## src/rtl/mips_pkg.sv

```systemverilog
// Shared definitions for the MIPS datapath: ALUop memory codes, MEM-stage FSM
// encoding and timeout counter width.
package mips_pkg;

  localparam logic [5:0] ALUOP_LB  = 6'h20;
  localparam logic [5:0] ALUOP_LH  = 6'h21;
  localparam logic [5:0] ALUOP_LW  = 6'h23;
  localparam logic [5:0] ALUOP_LBU = 6'h24;
  localparam logic [5:0] ALUOP_LHU = 6'h25;
  localparam logic [5:0] ALUOP_SB  = 6'h28;
  localparam logic [5:0] ALUOP_SH  = 6'h29;
  localparam logic [5:0] ALUOP_SW  = 6'h2B;

  localparam int TO_CNT_W = 8;

  typedef enum logic {
    IDLE   = 1'b0,
    ACCESS = 1'b1
  } mem_state_t;

endpackage

```

## src/rtl/mem_align.sv

```systemverilog
// Combinational lane steering for the data-memory port: byte enables, store
// replication, load extraction/extension and misalignment. Sub-word support under MEM_SUBWORD_EN.
import mips_pkg::*;

module mem_align (
  input  logic [5:0]  alu_op,
  input  logic [1:0]  addr_lo,
  input  logic        is_read,
  input  logic [31:0] store_data,
  input  logic [31:0] rdata,
  output logic [3:0]  be,
  output logic [31:0] wdata,
  output logic [31:0] load_data,
  output logic        misaligned
);

`ifdef MEM_SUBWORD_EN
  logic        is_byte;
  logic        is_half;
  logic        is_signed;
  logic [7:0]  lane_b;
  logic [15:0] lane_h;

  // Load codes only count for reads and store codes only for writes.
  always_comb begin
    is_byte   = 1'b0;
    is_half   = 1'b0;
    is_signed = 1'b0;
    if (is_read) begin
      case (alu_op)
        ALUOP_LB:  begin is_byte = 1'b1; is_signed = 1'b1; end
        ALUOP_LBU: is_byte = 1'b1;
        ALUOP_LH:  begin is_half = 1'b1; is_signed = 1'b1; end
        ALUOP_LHU: is_half = 1'b1;
        default:   ;
      endcase
    end else begin
      case (alu_op)
        ALUOP_SB: is_byte = 1'b1;
        ALUOP_SH: is_half = 1'b1;
        default:  ;
      endcase
    end
  end

  always_comb begin
    case (addr_lo)
      2'd0:    lane_b = rdata[7:0];
      2'd1:    lane_b = rdata[15:8];
      2'd2:    lane_b = rdata[23:16];
      default: lane_b = rdata[31:24];
    endcase
    lane_h = addr_lo[1] ? rdata[31:16] : rdata[15:0];
  end

  always_comb begin
    be         = 4'hF;
    wdata      = store_data;
    load_data  = rdata;
    misaligned = |addr_lo;
    if (is_byte) begin
      be         = 4'b0001 << addr_lo;
      wdata      = {4{store_data[7:0]}};
      load_data  = {{24{is_signed & lane_b[7]}}, lane_b};
      misaligned = 1'b0;
    end else if (is_half) begin
      be         = addr_lo[1] ? 4'b1100 : 4'b0011;
      wdata      = {2{store_data[15:0]}};
      load_data  = {{16{is_signed & lane_h[15]}}, lane_h};
      misaligned = addr_lo[0];
    end
  end
`else
  logic unused_sel;

  assign be         = 4'hF;
  assign wdata      = store_data;
  assign load_data  = rdata;
  assign misaligned = |addr_lo;
  assign unused_sel = ^{alu_op, is_read};
`endif

endmodule

```

## src/rtl/mem_wb_stage.sv

```systemverilog
// MEM stage with a multi-cycle ready/req data-memory port, upstream stall, access
// timeout and the MEM/WB register. Optional sub-word accesses with MEM_SUBWORD_EN.
import mips_pkg::*;

module mem_wb_stage #(
  parameter int TIMEOUT_CYCLES = 255
) (
  input  logic        clk,
  input  logic        reset,
  input  logic [31:0] alu_result,
  input  logic [31:0] read_data2,
  input  logic [4:0]  dest_reg,
  input  logic        memRead,
  input  logic        memWrite,
  input  logic        MemtoReg,
  input  logic        RegWrite,
  input  logic [5:0]  ALUop,
  input  logic        dmem_ready,
  input  logic [31:0] dmem_rdata,
  output logic        dmem_req,
  output logic        dmem_we,
  output logic [31:0] dmem_addr,
  output logic [31:0] dmem_wdata,
  output logic [3:0]  dmem_be,
  output logic        stall,
  output logic [31:0] read_data_out,
  output logic [31:0] alu_result_out,
  output logic [4:0]  dest_reg_out,
  output logic        MemtoReg_out,
  output logic        RegWrite_out,
  output logic        mem_err
);

  localparam logic [TO_CNT_W-1:0] TO_LAST = TO_CNT_W'(TIMEOUT_CYCLES - 1);

  mem_state_t          state_reg;
  logic [TO_CNT_W-1:0] cnt_reg;
  logic                access;
  logic                in_access;
  logic                misaligned;
  logic                timeout;
  logic [31:0]         load_data;

  assign access    = memRead | memWrite;
  assign in_access = (state_reg == ACCESS);
  assign timeout   = in_access & ~dmem_ready & (cnt_reg == TO_LAST);
  assign stall     = (~in_access & access & ~misaligned) | (in_access & ~dmem_ready & ~timeout);

  // Port fields come straight from EX/MEM, which the stall keeps frozen during ACCESS.
  assign dmem_req  = in_access;
  assign dmem_we   = memWrite & ~memRead;
  assign dmem_addr = {alu_result[31:2], 2'b00};

  mem_align u_align (
    .alu_op     (ALUop),
    .addr_lo    (alu_result[1:0]),
    .is_read    (memRead),
    .store_data (read_data2),
    .rdata      (dmem_rdata),
    .be         (dmem_be),
    .wdata      (dmem_wdata),
    .load_data  (load_data),
    .misaligned (misaligned)
  );

  always_ff @(posedge clk or posedge reset) begin
    if (reset) begin
      state_reg      <= IDLE;
      cnt_reg        <= '0;
      mem_err        <= 1'b0;
      read_data_out  <= '0;
      alu_result_out <= '0;
      dest_reg_out   <= '0;
      MemtoReg_out   <= 1'b0;
      RegWrite_out   <= 1'b0;
    end else begin
      // A bubble unless one of the branches below retires the instruction.
      read_data_out  <= '0;
      alu_result_out <= '0;
      dest_reg_out   <= '0;
      MemtoReg_out   <= 1'b0;
      RegWrite_out   <= 1'b0;
      case (state_reg)
        IDLE: begin
          if (!access) begin
            alu_result_out <= alu_result;
            dest_reg_out   <= dest_reg;
            MemtoReg_out   <= MemtoReg;
            RegWrite_out   <= RegWrite;
          end else if (misaligned) begin
            mem_err <= 1'b1;
          end else begin
            state_reg <= ACCESS;
            cnt_reg   <= '0;
          end
        end
        ACCESS: begin
          cnt_reg <= cnt_reg + 1'b1;
          if (dmem_ready) begin
            state_reg      <= IDLE;
            read_data_out  <= memRead ? load_data : 32'h0;
            alu_result_out <= alu_result;
            dest_reg_out   <= dest_reg;
            MemtoReg_out   <= MemtoReg;
            RegWrite_out   <= RegWrite;
          end else if (timeout) begin
            state_reg <= IDLE;
            mem_err   <= 1'b1;
          end
        end
        default: state_reg <= IDLE;
      endcase
    end
  end

endmodule

```

## config.mk

```make
export PLATFORM = sky130hd
export DESIGN_NAME = mem_wb_stage
export DESIGN_NICKNAME = d
export VERILOG_FILES = /design/src/rtl/mips_pkg.sv /design/src/rtl/mem_align.sv /design/src/rtl/mem_wb_stage.sv
export SDC_FILE = /design/constraint.sdc
export NUM_CORES = 1
export LEC_CHECK = 0
export ABC_AREA = 1
export CAP_MARGIN = 20
export CORE_MARGIN = 4
export CORE_UTILIZATION = 33
export DETAILED_ROUTE_END_ITERATION = 10
export GPL_ROUTABILITY_DRIVEN = 1
export PLACE_DENSITY = 0.78
export SETUP_SLACK_MARGIN = 0.15
export SYNTH_ARGS = -nofsm -noshare
export SYNTH_HDL_FRONTEND = slang
export SYNTH_HIERARCHICAL = 1
export SYNTH_SLANG_ARGS = --single-unit
export TNS_END_PERCENT = 5
```

## constraint.sdc

```tcl
create_clock -name clk -period 2.2 [get_ports clk]
set_input_delay 0.22 -clock clk [delete_from_list [all_inputs] [get_ports clk]]
set_output_delay 0.22 -clock clk [all_outputs]
set_load 0.03 [all_outputs]
```

# Word-level counts from Yosys, hierarchy flattened
# Cells that the tools add are included.
dict set report word_totals {
  reg_bits 81
  input_bits 114
  output_inout_bits 143
}
dict set report op_classes {
  eq_ne 6
  n_bitwise 13
  mux 28
  addsub 1
  n_reduce_logical 3
}
# cell count
set ops {}
lappend ops {{32-bit two-way mux} 5}
lappend ops {{32-bit case mux with 2 select lines} 1}
lappend ops {{8-bit two-way mux} 2}
lappend ops {{8-bit case mux with 2 select lines} 1}
lappend ops {{1-bit two-way mux} 12}
lappend ops {{5-bit two-way mux} 2}
lappend ops {{5-bit case mux with 2 select lines} 1}
lappend ops {{8-bit by 1-bit adder with 8-bit output (second input constant)} 1}
lappend ops {{8-bit == test (second input constant)} 1}
lappend ops {{2-bit != test (second input constant)} 4}
lappend ops {{1-bit case mux with 2 select lines} 4}
lappend ops {{1-bit bitwise AND} 6}
lappend ops {{1-bit inverter} 5}
lappend ops {{4-bit AND reduction} 1}
lappend ops {{2-bit by 1-bit != test with 1-bit output (second input constant)} 1}
lappend ops {{1-bit OR} 2}
lappend ops {{2-bit AND reduction} 1}
lappend ops {{2-bit OR reduction} 1}

# Depth between registers and ports, before layout
dict set report depth {
  ltp_word 6
  mapped_depth 8
  depth_no_buf 8
}

# Hierarchy
# Netlist, hierarchy kept.
# module area_each_um2 cells_each seq_area_each_um2 instances
set by_module_without_submodules {}
lappend by_module_without_submodules {mem_wb_stage 3345.7 303 2026.9 1}
lappend by_module_without_submodules {mem_align 525.5 72 0.0 1}

# Least setup slack after synthesis
# No wires, ideal clock.
dict set report synth_timing {
  path_kind {register to output}
  from {register state_reg (netlist: dmem_req)}
  to {output stall}
  setup_slack_ps 543
  t_required_ps 1980
  t_arrival_ps 1437
  n_path_buf 1
  path_stages_with_launch 3
  path_cell_list {dfrtp_1 > buf_6 > o21ai_0}
}
dict set report synth_between {
  elab_chain_cells 5
  elab_cells_between_ends 8
}
# item line_no
set synth_lines {}
lappend synth_lines {{from (decl)} mem_wb_stage.sv:36} ;# mem_state_t state_reg;
lappend synth_lines {{from (signal assigned)} mem_wb_stage.sv:68} ;# state_reg <= IDLE;
lappend synth_lines {{from (signal assigned)} mem_wb_stage.sv:93} ;# state_reg <= ACCESS;
lappend synth_lines {{from (signal assigned)} mem_wb_stage.sv:100} ;# state_reg <= IDLE;
lappend synth_lines {{1-bit bitwise AND} {mem_wb_stage.sv:46, mem_wb_stage.sv:47}}
lappend synth_lines {{1-bit bitwise AND} mem_wb_stage.sv:46} ;# assign timeout = in_access & ~dmem_ready & (cnt_reg == TO_LAST);
lappend synth_lines {{1-bit inverter} mem_wb_stage.sv:47} ;# assign stall = (~in_access & access & ~misaligned) | (in_access & ~dmem_ready & ~timeout);
lappend synth_lines {{1-bit bitwise AND} mem_wb_stage.sv:47}
lappend synth_lines {{1-bit OR *} mem_wb_stage.sv:47}
lappend synth_lines {{to (decl)} mem_wb_stage.sv:25} ;# output logic stall,
# Mark *: on every way between the ends. The rest lies on a longest branch, timed or not.

# Final worst setup path
dict set report layout_timing {
  from {register cnt_reg[0]}
  to {output stall}
}
dict set report layout_between {
  elab_chain_cells 5
}
# item line_no
set layout_lines {}
lappend layout_lines {{from (decl)} mem_wb_stage.sv:37} ;# logic [TO_CNT_W-1:0] cnt_reg;
lappend layout_lines {{from (signal assigned)} mem_wb_stage.sv:98} ;# cnt_reg <= cnt_reg + 1'b1;
lappend layout_lines {{8-bit == test} mem_wb_stage.sv:46}
lappend layout_lines {{1-bit bitwise AND} mem_wb_stage.sv:46}
lappend layout_lines {{1-bit inverter} mem_wb_stage.sv:47}
lappend layout_lines {{1-bit bitwise AND} mem_wb_stage.sv:47}
lappend layout_lines {{1-bit OR} mem_wb_stage.sv:47}
# No other way between the ends.

==> reports/qor.txt <==
Status: completed
Layout cells sized above 1: 0.09595
DRT Pass-1 Iters: 4
Synth cell count leaders: buf_4 (100), dfrtp_1 (81), inv_1 (45)
Inserted Diodes: 0
Root Buffer: clkbuf_16
IO Count: 257
Crit path cell chain: inv_1, ha_1, nand2_1, inv_1, nand3_1, nand2_1, o21ai_0, buf_4, buf_12
H-Tree Depth: 3
Endpoint class of the critical path: output port
CTS tree: done
Top-count cell post-synth: buf_4
Synth warn: 6
Final Max Slew Viols: 0
Num rows: 39
Skew-Pair Late Insertion Delay: 0.33 ns
Post-synth top area cell: dfrtp_1
Worst clock skew: 0.005736 ns
DIE WIDTH: 116.3 um
Routed Antenna Nets: 0
Hold Violations, Final: 0
Placer Congestion: 0.7022
Vias in the first global route: 2614
Largest net degree at the start of global routing: 41
Crit path launch: cnt_reg[0]
Maximum vdd drop: 0.3221 mV
Count of final setup violators: 0
Filler instances: 1109
Setup WS pre-CTS: 0.2907 ns
Hold WS: 0.2934 ns
Clock buffer depth: 2
Register area: 2028 um2
Iter 0 DRT Violations: 179
Total GRT Usage: 0.1336
Relative slew slack: 0.4050
Fraction of registers with async set or reset after synthesis: 1.000
Reg2reg start: dmem_req
CP Data Arrival Time: 1.67 ns
Max Cap Viol: 0
Placed wire-length estimate: 7.447 mm
Post-Syn Instances: 375
Vias post-DR: 2614
Setup TNS: 0 ns
IO Port Bufs: 180
RSZ-0062 raised after global routing: no
Initial antenna violation count: 0
Post-DP Area: 5045 um2
Fin worst setup slack: 0.3107 ns
Die ar.: 13530 um2
Final min period: 1.889 ns
Design area: 5341 um2
DR vias/cell: 4.271
Main synth FF type: dfrtp_1
Area of the multi-input gates: 792.0 um2
DR DRC count: 0
P_leak: 0.002453 uW
WP depth: 9
Global-route wire length before repair: 13.77 mm
Nets: 580
CP Buf/Inv Count: 4
CORE AREA: 11470 um2
Worst reg2reg setup slack: 0.61 ns
#FFs+latches synth: 81
Slowest cell delay on critical path: 0.40 ns
Clock Sinks: 81
Grt total ovfl: 0
Wirelength, routed: 9.332 mm
F_max: 529.3 MHz
Post-synth EDFFs: 0
R2R Path End: alu_result_out[14]
CP top delay family: buffers and inverters
Synthesis-to-layout area growth: 37.98%
TritonCTS buffer count: 9
Initial cell density of the core: 0.3376
R2R depth: 3
Crit path launch type: register
HP Class: in -> async
Layout Utilization: 0.4658
Synth top area share: 0.5236
Max FO, Critical Path: 4
Distinct cells, synth: 24
Clk slew on worst S/H paths: 0.06 ns
Worst Tran Pin Value: 0.8904 ns
Final Cycle Share: 0.8588
Die height: 116.3 um
Pwr Density: 726.3 nW/um2
CP max-delay cell: dfrtp_1
Register area share after synthesis: 0.5236
Crit Path Class: reg -> out
CP endpoint: stall
Area contributors post-synth: dfrtp_1 (52%), buf_4 (19%), nor3b_1 (7.6%)
Syn Area/Cell: 10.32 um2
Worst Path Required: 1.98 ns
Routed wire per std cell: 15.25 um
Post-Syn Area: 3871 um2
[worst min path at each step]
stage          cells past startpoint           start          endpoint  slack [ns]
2_1_floorplan                      1        MemtoReg      MemtoReg_out        0.38
6_report                           2           reset  read_data_out[3]        0.29
4_1_cts                            2           reset  read_data_out[4]        0.30
5_1_grt                            2           reset  read_data_out[9]        0.34
3_3_place_gp                       0  read_data2[17]    dmem_wdata[17]        0.44
3_5_place_dp                       0  read_data2[17]    dmem_wdata[17]        0.44
[through the flow]
| step | std cells | power, uW |
|---|---|---|
| after CTS | 609 | 3929 |
| after global routing | 612 | 4057 |
| final | 612 | 3879 |
| after floorplan | 379 | 2339 |
| after global placement | 593 | 2528 |
| after detailed placement | 593 | 2553 |
[what timing repair did]
item | in CTS | in global routing
hold buffers | 0 | 0
endpoints found under the setup margin | 2 | 1
setup buffers | 0 | 3
gates resized for setup | 1 | 0
[cells in the final DEF (no fill, tap or decap)]
cell type,count
buf_12,3
buf_4,5
clkbuf_1,1
clkbuf_16,9
clkdlybuf4s50_1,179
clkinv_2,2
clkinv_4,2
clkinvlp_4,2
conb_1,6
dfrtp_1,80
dfrtp_2,1
ha_1,2
inv_1,44
inv_2,2
inv_6,1
nand2_1,27
nand2_2,1
nand3_1,11
nand3_4,1
nand3b_1,1
nand4_1,2
nor2_1,25
nor2_2,13
nor2_4,1
nor2_8,1
nor3b_1,39
o21ai_0,4
o21ai_1,1
o21bai_1,1
o22ai_1,1
or2_2,1
[per-layer routing]
metal | global-route usage | share of wire | up-vias
met5 | 0 | 0 | -
li1 | - | - | 1216
met3 | 0.03990 | 0.11 | 32
met4 | 0.06342 | 0.030 | 0
met2 | 0.2418 | 0.51 | 149
met1 | 0.1414 | 0.36 | 1217
[power breakdown]
part,internal (uW),switching (uW)
registers,1590,58.5
clock network,768,588
logic,392,484
[area by class of cell]
class                           instances  share of cell area
Clock buffer                           10             0.04287
Clock inverter                          6            0.008199
Inverter                               47             0.03373
Multi-Input combinational cell        138              0.1483
Sequential cell                        81              0.3797
Tap cell                              143             0.03350
Timing Repair Buffer                  187              0.3537
[kinds of logic (layout without fill, tap and decap cells)]
kind of cell    count (synthesis)  in the layout  share of synthesized area
compound gates                  7              7                    0.01002
fa+ha+maj                       2              2                   0.006463
buf+inv                       160            250                     0.2757
flops                          81             81                     0.5236
other cells                     2              6                   0.001940
simple gates                  123            123                     0.1823
Note: power is estimated with default switching activity, not from simulation.
